--- src/rtl/debounce_pkg.sv ---
// Shared types and defaults for the debounce bank.
//   state_e   : per-channel debounce FSM states
//   *_DEF     : default parameter values for channel count, counter width
//               and synchroniser depth
package debounce_pkg;

  typedef enum logic [1:0] {
    ZERO  = 2'd0,
    WAIT1 = 2'd1,
    ONE   = 2'd2,
    WAIT0 = 2'd3
  } state_e;

  localparam int CH_DEF   = 4;
  localparam int N_DEF    = 19;
  localparam int SYNC_DEF = 2;

endpackage

--- src/rtl/debounce_if.sv ---
// Channel bundle between the switch side and the debounce bank.
//   in   : raw asynchronous switch levels, one bit per channel
//   out  : debounced levels
//   rise : one-cycle pulse on debounced 0->1
//   fall : one-cycle pulse on debounced 1->0
// master drives the raw inputs; slave is the debouncer.
interface debounce_if #(
  parameter int CH = debounce_pkg::CH_DEF
);
  logic [CH-1:0] in;
  logic [CH-1:0] out;
  logic [CH-1:0] rise;
  logic [CH-1:0] fall;

  modport master (output in, input out, rise, fall);
  modport slave  (input in, output out, rise, fall);
endinterface

--- src/rtl/debounce_chan.sv ---
// One debounce channel: SYNC-stage synchroniser, 4-state FSM with an N-bit
// stability counter, registered level and edge pulses.
//   clk, reset : system clock, synchronous active-high reset
//   din        : raw asynchronous input
//   out        : debounced level (registered)
//   rise, fall : one-cycle pulses on debounced transitions (registered)
module debounce_chan
  import debounce_pkg::*;
#(
  parameter int N    = N_DEF,
  parameter int SYNC = SYNC_DEF
) (
  input  logic clk,
  input  logic reset,
  input  logic din,
  output logic out,
  output logic rise,
  output logic fall
);

  localparam logic [N-1:0] CNT_MAX = '1;

  logic [SYNC-1:0] sync;
  logic            sin;
  state_e          state, state_n;
  logic [N-1:0]    cnt, cnt_n;
  logic            one_n;

  assign sin = sync[SYNC-1];

  always_comb begin
    state_n = state;
    cnt_n   = cnt;
    case (state)
      ZERO:  if (sin) begin state_n = WAIT1; cnt_n = '0; end
      WAIT1: begin
        if (!sin)                state_n = ZERO;
        else if (cnt == CNT_MAX) state_n = ONE;
        else                     cnt_n   = cnt + 1'b1;
      end
      ONE:   if (!sin) begin state_n = WAIT0; cnt_n = '0; end
      WAIT0: begin
        if (sin)                 state_n = ONE;
        else if (cnt == CNT_MAX) state_n = ZERO;
        else                     cnt_n   = cnt + 1'b1;
      end
      default: begin state_n = ZERO; cnt_n = '0; end
    endcase
    // out tracks the side of the FSM we are entering, so it changes on the
    // same edge as the ONE/ZERO transition
    one_n = (state_n == ONE) || (state_n == WAIT0);
  end

  always_ff @(posedge clk) begin
    if (reset) begin
      sync  <= '0;
      state <= ZERO;
      cnt   <= '0;
      out   <= 1'b0;
      rise  <= 1'b0;
      fall  <= 1'b0;
    end else begin
      sync  <= {sync[SYNC-2:0], din};
      state <= state_n;
      cnt   <= cnt_n;
      out   <= one_n;
      // out holds the current side, so comparing it with the next side
      // gives exactly one cycle of pulse per debounced edge
      rise  <= one_n & ~out;
      fall  <= ~one_n & out;
    end
  end

endmodule

--- src/rtl/debounce_bank.sv ---
// Bank of CH independent switch debouncers.
//   clk, reset : system clock, synchronous active-high reset
//   bus        : debounce_if slave (in -> out/rise/fall)
// Window is 2^N cycles; input to output latency is SYNC+1+2^N edges.
module debounce_bank
  import debounce_pkg::*;
#(
  parameter int CH   = CH_DEF,
  parameter int N    = N_DEF,
  parameter int SYNC = SYNC_DEF
) (
  input  logic       clk,
  input  logic       reset,
  debounce_if.slave  bus
);

  logic [CH-1:0] out_v, rise_v, fall_v;

  for (genvar i = 0; i < CH; i++) begin : g_ch
    debounce_chan #(.N(N), .SYNC(SYNC)) u_chan (
      .clk   (clk),
      .reset (reset),
      .din   (bus.in[i]),
      .out   (out_v[i]),
      .rise  (rise_v[i]),
      .fall  (fall_v[i])
    );
  end

  assign bus.out  = out_v;
  assign bus.rise = rise_v;
  assign bus.fall = fall_v;

endmodule
--- src/flat_wrapper.sv ---
// flat-port wrapper written by rule: the top's interface ports become plain ports
module debounce_bank_flat import debounce_pkg::*;
#(
  parameter int CH   = CH_DEF,
  parameter int N    = N_DEF,
  parameter int SYNC = SYNC_DEF
)
  (clk, reset, bus_in, bus_out, bus_rise, bus_fall);
  debounce_if #(.CH(CH)) bus_i ();
  input  logic clk;
  input  logic reset;
  input wire logic [$bits(bus_i.in)-1:0] bus_in;
  output wire logic [$bits(bus_i.out)-1:0] bus_out;
  output wire logic [$bits(bus_i.rise)-1:0] bus_rise;
  output wire logic [$bits(bus_i.fall)-1:0] bus_fall;
  assign bus_i.in = bus_in;
  assign bus_out = bus_i.out;
  assign bus_rise = bus_i.rise;
  assign bus_fall = bus_i.fall;
  debounce_bank #(.CH(CH), .N(N), .SYNC(SYNC)) u_core (.clk(clk), .reset(reset), .bus(bus_i));
endmodule
--- config.mk ---
export PLATFORM = sky130hd
export DESIGN_NAME = debounce_bank_flat
export DESIGN_NICKNAME = d
export VERILOG_FILES = /design/src/rtl/debounce_pkg.sv /design/src/rtl/debounce_if.sv /design/src/rtl/debounce_chan.sv /design/src/rtl/debounce_bank.sv /design/src/flat_wrapper.sv
export SDC_FILE = /design/constraint.sdc
export NUM_CORES = 1
export LEC_CHECK = 0
export CAP_MARGIN = 20
export CORE_UTILIZATION = 40
export CTS_CLUSTER_SIZE = 20
export DETAILED_ROUTE_END_ITERATION = 10
export SLEW_MARGIN = 20
export SYNTH_ARGS = -nofsm -noshare
export SYNTH_HDL_FRONTEND = slang
export SYNTH_SLANG_ARGS = --single-unit
--- constraint.sdc ---
create_clock -name clk -period 1.9 [get_ports clk]
set_input_delay 0.38 -clock clk [delete_from_list [all_inputs] [get_ports clk]]
set_output_delay 0.38 -clock clk [all_outputs]
set_load 0.02 [all_outputs]
==> impl_metrics.xml, run 1 <==
<?xml version="1.0" encoding="UTF-8"?>
<metrics>
  <group name="global_route">
    <metric name="grt_pass1_vias" unit="">3651</metric>
    <metric name="initial_antenna_violation_count" unit="">0</metric>
    <metric name="grt_first_pass_wirelength" unit="µm">16500</metric>
    <metric name="global_route.usage.total" unit="">0.1642</metric>
    <metric name="total_congestion_overflow" unit="">0</metric>
    <metric name="grt_start_max_net_pins" unit="">28</metric>
  </group>
  <group name="routing">
    <metric name="count_of_routing_violations_after_the_opening_detailed_route_iteration" unit="">142</metric>
    <metric name="met2RoutedLength" unit="µm">4486</metric>
    <metric name="detailedRoute.firstPassIterationCount" unit="">4</metric>
    <metric name="met3_layer_wire_length_in_the_routed_design" unit="µm">239</metric>
    <metric name="avgViaCountPerCell" unit="">5.252</metric>
    <metric name="vias" unit="">3839</metric>
    <metric name="route.detailed.drc" unit="">0</metric>
    <metric name="wl_met1" unit="µm">4648</metric>
    <metric name="route.antenna.remaining_nets" unit="">0</metric>
    <metric name="route.top_layer_used" unit="">met4</metric>
    <metric name="total_wirelength" unit="µm">9498</metric>
    <metric name="route.detailed.wl_per_inst" unit="µm">12.99</metric>
  </group>
  <group name="placement">
    <metric name="dp.final_hpwl" unit="µm">7014</metric>
    <metric name="place.gp.congestion" unit="">0.7981</metric>
    <metric name="place_worst_setup_slack" unit="ps">28.73</metric>
    <metric name="port_buffers" unit="">17</metric>
    <metric name="placed_cells" unit="">715</metric>
  </group>
  <group name="min_path">
    <metric name="hp-class" unit="">register to register</metric>
    <metric name="hold_start" unit="">u_core.g_ch[0].u_chan.sync[0]</metric>
    <metric name="worstHoldPathCells" unit="">1</metric>
    <metric name="worst_hold_path.endpoint" unit="">u_core.g_ch[0].u_chan.sync[1]</metric>
  </group>
  <group name="sta">
    <metric name="postLayoutSetupSlackWorst" unit="ps">63.72</metric>
    <metric name="maxSlewHeadroom" unit="">0.6683</metric>
    <metric name="timing.final.crit_period" unit="ps">1836</metric>
    <metric name="hold_slack" unit="ps">439.1</metric>
    <metric name="rsz_0062_raised_after_global_routing" unit="">true</metric>
    <metric name="fmax" unit="MHz">544.6</metric>
    <metric name="final-max-slew-violation-count" unit="">0</metric>
    <metric name="hold_viol" unit="">0</metric>
    <metric name="timing_worst_slew_pin_value" unit="ps">485.0</metric>
    <metric name="fin_skew" unit="ps">5.791</metric>
    <metric name="finalCritPeriodShare" unit="">0.9665</metric>
    <metric name="setup_viol" unit="">0</metric>
  </group>
  <group name="logic_synthesis">
    <metric name="synth_largest_area_cell" unit="">dfxtp_1</metric>
    <metric name="syn-mean-instance-area" unit="µm²">8.717</metric>
    <metric name="asyncSetResetFlopFracSynth" unit="">0</metric>
    <metric name="synth_largest_type_area_fraction" unit="">0.4423</metric>
    <metric name="postSynthNetCount" unit="">550</metric>
    <metric name="synth_seq_area_share" unit="">0.4423</metric>
    <metric name="post_synth_inst_count" unit="">540</metric>
    <metric name="synth_edf_count" unit="">0</metric>
    <metric name="ys_types" unit="">54</metric>
    <metric name="synth_flop_cell" unit="">dfxtp_1</metric>
    <metric name="yosys_warnings" unit="">0</metric>
    <metric name="netlist_area" unit="µm²">4707</metric>
    <metric name="synth.area.top_cells" unit="">dfxtp_1 (44%), xnor2_1 (7.4%), nor2_1 (5.9%), a21oi_1 (3.2%), nand4_1 (3.2%)</metric>
    <metric name="synth_seq_cells" unit="">104</metric>
  </group>
  <group name="cells_and_area">
    <metric name="commonest_non_fill_non_tap_cells_in_the_layout" unit="">dfxtp_1 (102), nor2_1 (74), buf_4 (45), xnor2_1 (40), nand2_1 (39)</metric>
    <metric name="share_of_post_route_cells_with_drive_strength_above_1" unit="">0.1412</metric>
    <metric name="final-instance-count-excl-fill" unit="">731</metric>
    <metric name="num-nets-final" unit="">593</metric>
    <metric name="layout_commonest_cell" unit="">dfxtp_1</metric>
    <metric name="syn_to_layout_area_delta" unit="%">18.16</metric>
    <metric name="antennaDiodeCount" unit="">0</metric>
  </group>
  <group name="clocking">
    <metric name="clock-root-buffer" unit="">clkbuf_16</metric>
    <metric name="cts_hold_repair.buffers" unit="">0</metric>
    <metric name="setup_fix_bufs_post_cts" unit="">0</metric>
    <metric name="cts-buffers-inserted" unit="">9</metric>
    <metric name="path_clk_slew" unit="ps">60</metric>
    <metric name="tritoncts_sinks" unit="">104</metric>
    <metric name="tritoncts" unit="">built</metric>
    <metric name="cts-resized-gates" unit="">0</metric>
    <metric name="cts_htree_levels" unit="">3</metric>
    <metric name="ctsLongestPathBuffers" unit="">2</metric>
    <metric name="clock_latency" unit="ps">340</metric>
  </group>
  <group name="worst_setup_path">
    <metric name="timing.rr.end" unit="">u_core.g_ch[2].u_chan.cnt[16]</metric>
    <metric name="reg2regPathDepth" unit="">7</metric>
    <metric name="critical_path_arrival" unit="ps">2070</metric>
    <metric name="setup.worst_path.class" unit="">register to register</metric>
    <metric name="path_cells" unit="">ha_2, nand3_1, buf_4, or3_1, nor4_1, xnor2_1, nor2_1</metric>
    <metric name="critical_path.max_stage_delay" unit="ps">420</metric>
    <metric name="flop_to_flop_setup_slack" unit="ps">60</metric>
    <metric name="critPathLaunchType" unit="">register</metric>
    <metric name="worstReg2RegStart" unit="">u_core.g_ch[2].u_chan.cnt[0]</metric>
    <metric name="end_kind" unit="">register</metric>
    <metric name="crit_slowest_cell" unit="">or3_1</metric>
    <metric name="critPathRequiredTime" unit="ps">2130</metric>
    <metric name="critPathMaxFanout" unit="">7</metric>
  </group>
  <group name="power_and_ir_drop">
    <metric name="pwr-share-comb" unit="">0.033</metric>
    <metric name="switchingPower" unit="µW">870.8</metric>
    <metric name="p_leak" unit="nW">1.998</metric>
    <metric name="power_density" unit="nW/µm²">740.2</metric>
    <metric name="power" unit="mW">4.117</metric>
    <metric name="netSwitchingFraction" unit="">0.2115</metric>
    <metric name="max-vdd-ir-drop" unit="µV">487.1</metric>
    <metric name="clock_power_share" unit="">0.432</metric>
    <metric name="power_report.internal_total" unit="mW">3.246</metric>
    <metric name="share_seq_of_total_power" unit="">0.536</metric>
  </group>
  <group name="outcome">
    <metric name="status" unit="">finished clean</metric>
  </group>
  <group name="die">
    <metric name="die_h" unit="µm">110.5</metric>
    <metric name="die_w" unit="µm">110.5</metric>
    <metric name="die_area" unit="µm²">12210</metric>
    <metric name="fp-row-count" unit="">39</metric>
    <metric name="fp.coreArea" unit="µm²">11470</metric>
    <metric name="start_util" unit="">0.4105</metric>
    <metric name="io-pin-count" unit="">18</metric>
  </group>
  <group name="run">
    <metric name="max_cap_viol_count" unit="">0</metric>
  </group>
</metrics>
[per-stage QoR]
stage	setup TNS (ps)	utilization	instance area [µm²]
finish	0	0.4850	5562
global route	-134.1	0.4850	5562
CTS	0	0.4813	5519
detailed placement	0	0.4563	5233
global placement	0	0.4563	5233
floorplan	0	-	4707
[logic make-up after synthesis]
kind of cell,after synthesis,synth area share
simple gates,254,0.2887
buf+inv,42,0.04386
xor+xnor,48,0.08932
flops,104,0.4423
mux,5,0.01063
fa+ha+maj,4,0.01063
compound gates,83,0.1146
[worst max-delay path by stage]
stage                                       from                             to  depth (start not counted)
floorplan           u_core.g_ch[1].u_chan.cnt[0]  u_core.g_ch[1].u_chan.cnt[14]                          7
detailed placement  u_core.g_ch[2].u_chan.cnt[0]  u_core.g_ch[2].u_chan.cnt[16]                          7
finish              u_core.g_ch[2].u_chan.cnt[0]  u_core.g_ch[2].u_chan.cnt[16]                          7
global route        u_core.g_ch[2].u_chan.cnt[0]  u_core.g_ch[2].u_chan.cnt[16]                          7
global placement                           reset   u_core.g_ch[2].u_chan.cnt[6]                          4
CTS                 u_core.g_ch[2].u_chan.cnt[0]  u_core.g_ch[2].u_chan.cnt[16]                          7
[power by group through the flow]
stage	Clock (mW)	Combinational, mW	Sequential, mW
floorplan	0	0.0796	2.25
global placement	0	0.134	2.25
detailed placement	0	0.135	2.25
CTS	1.84	0.136	2.20
global route	1.94	0.151	2.20
finish	1.78	0.134	2.20
[critical path: cells and delay by family (launching register included)]
family,cells,cell delay [ps]
flip-flops,1,360
AND/OR/NAND/NOR,4,850
buffers and inverters,1,160
XOR/XNOR,1,160
adder cells (fa/ha/maj),1,190
[synth_stat cells (9+ instances only)]
cell      count
o21ai_0       9
nor2b_1       9
xnor2_1      40
nand4_1      24
nor2_1       74
nor4_1       11
nand3_1      22
nor3_1       24
inv_1        12
dfxtp_1     104
clkbuf_1     15
nand2_1      39
a21oi_1      30
buf_4        12
a211oi_1     10
[sequential cells by signal, indices dropped and copies added, names as in the netlist]
name / count
u_core.g_ch.u_chan.fall: 4
u_core.g_ch.u_chan.state: 8
u_core.g_ch.u_chan.sync: 8
u_core.g_ch.u_chan.rise: 4
u_core.g_ch.u_chan.out: 4
u_core.g_ch.u_chan.cnt: 76
[layout make-up]
| type | count | area, µm² |
|---|---|---|
| Tap cell | 143 | 178.9 |
| Sequential cell | 104 | 2085 |
| Timing Repair Buffer | 62 | 508.0 |
| Inverter | 12 | 45.04 |
| Clock buffer | 14 | 274.0 |
| Clock inverter | 2 | 12.51 |
| Multi-Input combinational cell | 394 | 2459 |
| Fill cell | 1101 | 5906 |
[metal layers]
layer,vias up,global-route usage
li1,2009,-
met1,1792,0.2097
met2,30,0.2675
met3,8,0.03183
met4,0,0.07467
met5,-,0
No activity file was read; power rests on OpenSTA's default activity.
==> run 2: changes to the inputs <==
--- a/config.mk
+++ b/config.mk
@@ -6,6 +6,7 @@
 export NUM_CORES = 1
 export LEC_CHECK = 0
 export CAP_MARGIN = 20
+export CORE_MARGIN = 2
 export CORE_UTILIZATION = 40
 export CTS_CLUSTER_SIZE = 20
 export DETAILED_ROUTE_END_ITERATION = 10
==> run 2 against run 1 <==
Net effect:
- cell count grew 0.41%
- global-route usage fell by 0.42 points
- sequential share of layout area fell by 0.28 points
- critical path depth fell by 1
- flip-flop and latch count unchanged
- power up 0.91%
==> impl_metrics.xml, run 2 (synthesis results as in run 1) <==
<?xml version="1.0" encoding="UTF-8"?>
<metrics>
  <group name="outcome">
    <metric name="status" unit="">finished clean</metric>
  </group>
  <group name="cells_and_area">
    <metric name="regMostFlops" unit="">u_core.g_ch.u_chan.cnt</metric>
    <metric name="antennaDiodeCount" unit="">0</metric>
    <metric name="commonest_non_fill_non_tap_cells_in_the_layout" unit="">dfxtp_1 (104), nor2_1 (73), buf_4 (49), xnor2_1 (40), nand2_1 (39)</metric>
    <metric name="share_of_post_route_cells_with_drive_strength_above_1" unit="">0.1455</metric>
    <metric name="syn_to_layout_area_delta" unit="%">18.90</metric>
    <metric name="final_area" unit="µm²">5597</metric>
    <metric name="layout_commonest_cell" unit="">dfxtp_1</metric>
    <metric name="largest_register_ffs" unit="">76</metric>
    <metric name="num-nets-final" unit="">597</metric>
    <metric name="top_flop_regs" unit="">u_core.g_ch.u_chan.cnt (76), u_core.g_ch.u_chan.state (8), u_core.g_ch.u_chan.sync (8)</metric>
  </group>
  <group name="worst_setup_path">
    <metric name="worstPathBufferInverterCount" unit="">0</metric>
    <metric name="flop_to_flop_setup_slack" unit="ps">60</metric>
    <metric name="crit_slowest_cell" unit="">or3_1</metric>
    <metric name="path_cells" unit="">ha_1, nand3_2, or3_1, nor4_1, xnor2_1, nor2_1</metric>
    <metric name="timing.rr.end" unit="">u_core.g_ch[2].u_chan.cnt[16]</metric>
    <metric name="critPathRequiredTime" unit="ps">2120</metric>
    <metric name="critical_path.max_stage_delay" unit="ps">460</metric>
    <metric name="worstReg2RegStart" unit="">u_core.g_ch[2].u_chan.cnt[0]</metric>
    <metric name="critical_path.top_delay_family" unit="">simple AND/OR/NAND/NOR gates</metric>
    <metric name="critPathMaxFanout" unit="">7</metric>
    <metric name="setup.worst_path.class" unit="">register to register</metric>
    <metric name="crit_path_cell_count" unit="">6</metric>
    <metric name="critPathLaunchType" unit="">register</metric>
    <metric name="critical_path_arrival" unit="ps">2060</metric>
    <metric name="reg2regPathDepth" unit="">6</metric>
    <metric name="end_kind" unit="">register</metric>
  </group>
  <group name="clocking">
    <metric name="cts-buffers-inserted" unit="">9</metric>
    <metric name="clock_latency" unit="ps">340</metric>
    <metric name="setup_fix_bufs_post_cts" unit="">0</metric>
    <metric name="cts_htree_levels" unit="">3</metric>
    <metric name="tritoncts_sinks" unit="">104</metric>
    <metric name="path_clk_slew" unit="ps">60</metric>
    <metric name="tritoncts" unit="">built</metric>
    <metric name="ctsLongestPathBuffers" unit="">2</metric>
    <metric name="clock-root-buffer" unit="">clkbuf_16</metric>
  </group>
  <group name="min_path">
    <metric name="hold_start" unit="">u_core.g_ch[2].u_chan.sync[0]</metric>
    <metric name="worst_hold_path.endpoint" unit="">u_core.g_ch[2].u_chan.sync[1]</metric>
    <metric name="worstHoldPathCells" unit="">1</metric>
    <metric name="hp-class" unit="">register to register</metric>
  </group>
  <group name="sta">
    <metric name="fin_tns_setup" unit="ps">0</metric>
    <metric name="fmax" unit="MHz">544.7</metric>
    <metric name="hold_viol" unit="">0</metric>
    <metric name="final-max-slew-violation-count" unit="">0</metric>
    <metric name="rsz_0062_raised_after_global_routing" unit="">true</metric>
    <metric name="finalCritPeriodShare" unit="">0.9663</metric>
    <metric name="timing.final.crit_period" unit="ps">1836</metric>
    <metric name="maxSlewHeadroom" unit="">0.6487</metric>
    <metric name="setup_viol" unit="">0</metric>
    <metric name="timing_worst_slew_pin_value" unit="ps">513.6</metric>
    <metric name="fin_skew" unit="ps">5.066</metric>
  </group>
  <group name="power_and_ir_drop">
    <metric name="max-vdd-ir-drop" unit="µV">421.5</metric>
    <metric name="power" unit="mW">4.154</metric>
    <metric name="share_seq_of_total_power" unit="">0.531</metric>
    <metric name="pwr-share-comb" unit="">0.033</metric>
    <metric name="switchingPower" unit="µW">855.1</metric>
    <metric name="p_leak" unit="nW">2.006</metric>
    <metric name="netSwitchingFraction" unit="">0.2059</metric>
    <metric name="power_report.internal_total" unit="mW">3.299</metric>
    <metric name="clock_power_share" unit="">0.436</metric>
    <metric name="power_density" unit="nW/µm²">742.2</metric>
  </group>
  <group name="die">
    <metric name="die_area" unit="µm²">12650</metric>
    <metric name="io-pin-count" unit="">18</metric>
    <metric name="die_w" unit="µm">112.5</metric>
    <metric name="fp-row-count" unit="">39</metric>
    <metric name="fp.coreArea" unit="µm²">11470</metric>
    <metric name="die_h" unit="µm">112.5</metric>
    <metric name="start_util" unit="">0.4105</metric>
  </group>
  <group name="global_route">
    <metric name="grt_pass1_vias" unit="">3727</metric>
    <metric name="global_route.usage.total" unit="">0.1600</metric>
    <metric name="total_congestion_overflow" unit="">0</metric>
    <metric name="grt_start_max_net_pins" unit="">28</metric>
    <metric name="grt_first_pass_wirelength" unit="µm">16830</metric>
    <metric name="initial_antenna_violation_count" unit="">0</metric>
  </group>
  <group name="routing">
    <metric name="route.detailed.wl_per_inst" unit="µm">13.35</metric>
    <metric name="route.antenna.remaining_nets" unit="">0</metric>
    <metric name="count_of_routing_violations_after_the_opening_detailed_route_iteration" unit="">140</metric>
    <metric name="avgViaCountPerCell" unit="">5.357</metric>
    <metric name="vias" unit="">3932</metric>
    <metric name="detailedRoute.firstPassIterationCount" unit="">4</metric>
    <metric name="total_wirelength" unit="µm">9797</metric>
    <metric name="route.detailed.drc" unit="">0</metric>
  </group>
  <group name="placement">
    <metric name="placement.cell_area" unit="µm²">5263</metric>
    <metric name="dp.final_hpwl" unit="µm">7062</metric>
    <metric name="place.gp.congestion" unit="">0.8015</metric>
    <metric name="port_buffers" unit="">17</metric>
  </group>
  <group name="run">
    <metric name="max_cap_viol_count" unit="">0</metric>
  </group>
</metrics>
## run 2: cell count changes in the layout (fill, tap and decap cells not counted), sizes merged
cell / previous run / this run
clkbuf: 14 / 12
bufinv: 0 / 1
buf: 45 / 49
## run 2: stage by stage
stage | setup WS, ps | util | hold WS [ps] | cells
floorplan | 69.78 | - | 413.8 | 540
finish | 64.11 | 0.4881 | 436.1 | 734
global route | -57.34 | 0.4881 | 461.5 | 734
detailed placement | -2.846 | 0.4589 | 424.5 | 719
CTS | 6.816 | 0.4841 | 439.2 | 734
global placement | 60.19 | 0.4589 | 423.7 | 719
## run 2: worst max-delay path by stage
stage	from	end	slack, ps
2_1_floorplan	u_core.g_ch[1].u_chan.cnt[0]	u_core.g_ch[1].u_chan.cnt[14]	70
3_3_place_gp	reset	u_core.g_ch[3].u_chan.cnt[5]	60
3_5_place_dp	reset	u_core.g_ch[3].u_chan.cnt[5]	-3
4_1_cts	u_core.g_ch[2].u_chan.cnt[0]	u_core.g_ch[2].u_chan.cnt[6]	7
5_1_grt	u_core.g_ch[2].u_chan.cnt[0]	u_core.g_ch[2].u_chan.cnt[16]	-60
6_report	u_core.g_ch[2].u_chan.cnt[0]	u_core.g_ch[2].u_chan.cnt[16]	60
## run 2: cell type report
class	count	area, µm²
clock buffer	12	246.5
clock inverter	3	42.54
fill	1055	5871
inverter	12	45.04
multi-input combinational	394	2464
sequential	104	2082
tap	143	178.9
timing repair buffer	66	538.0
## run 2: power by group through the flow
stage | sequential [mW] | clock [mW] | combinational (mW)
after floorplan | 2.25 | 0 | 0.0796
after global placement | 2.25 | 0 | 0.134
after detailed placement | 2.25 | 0 | 0.136
after CTS | 2.20 | 1.86 | 0.137
after global routing | 2.21 | 1.96 | 0.152
final | 2.20 | 1.81 | 0.136
## run 2: metal layers
| metal | vias up | part of all wire | GRT usage |
|---|---|---|---|
| li1 | 2021 | - | - |
| met1 | 1823 | 0.48 | 0.2106 |
| met2 | 82 | 0.47 | 0.2627 |
| met3 | 6 | 0.042 | 0.03402 |
| met4 | 0 | 0.0073 | 0.05285 |
| met5 | - | 0 | 0 |
## run 2: timing repair
| item | 4_1_cts | 5_1_grt |
|---|---|---|
| setup endpoints to repair | 1 | 21 |
| pin swaps | 1 | 0 |
| hold buffers | 0 | 0 |
| resized for setup | 0 | 9 |
## run 2: worst register-to-register path: cells and delay by family, from the launching register on
kind                     cells  cell delay [ps]
AND/OR/NAND/NOR              4              950
flip-flops                   1              380
adder cells (fa/ha/maj)      1              230
XOR/XNOR                     1              160
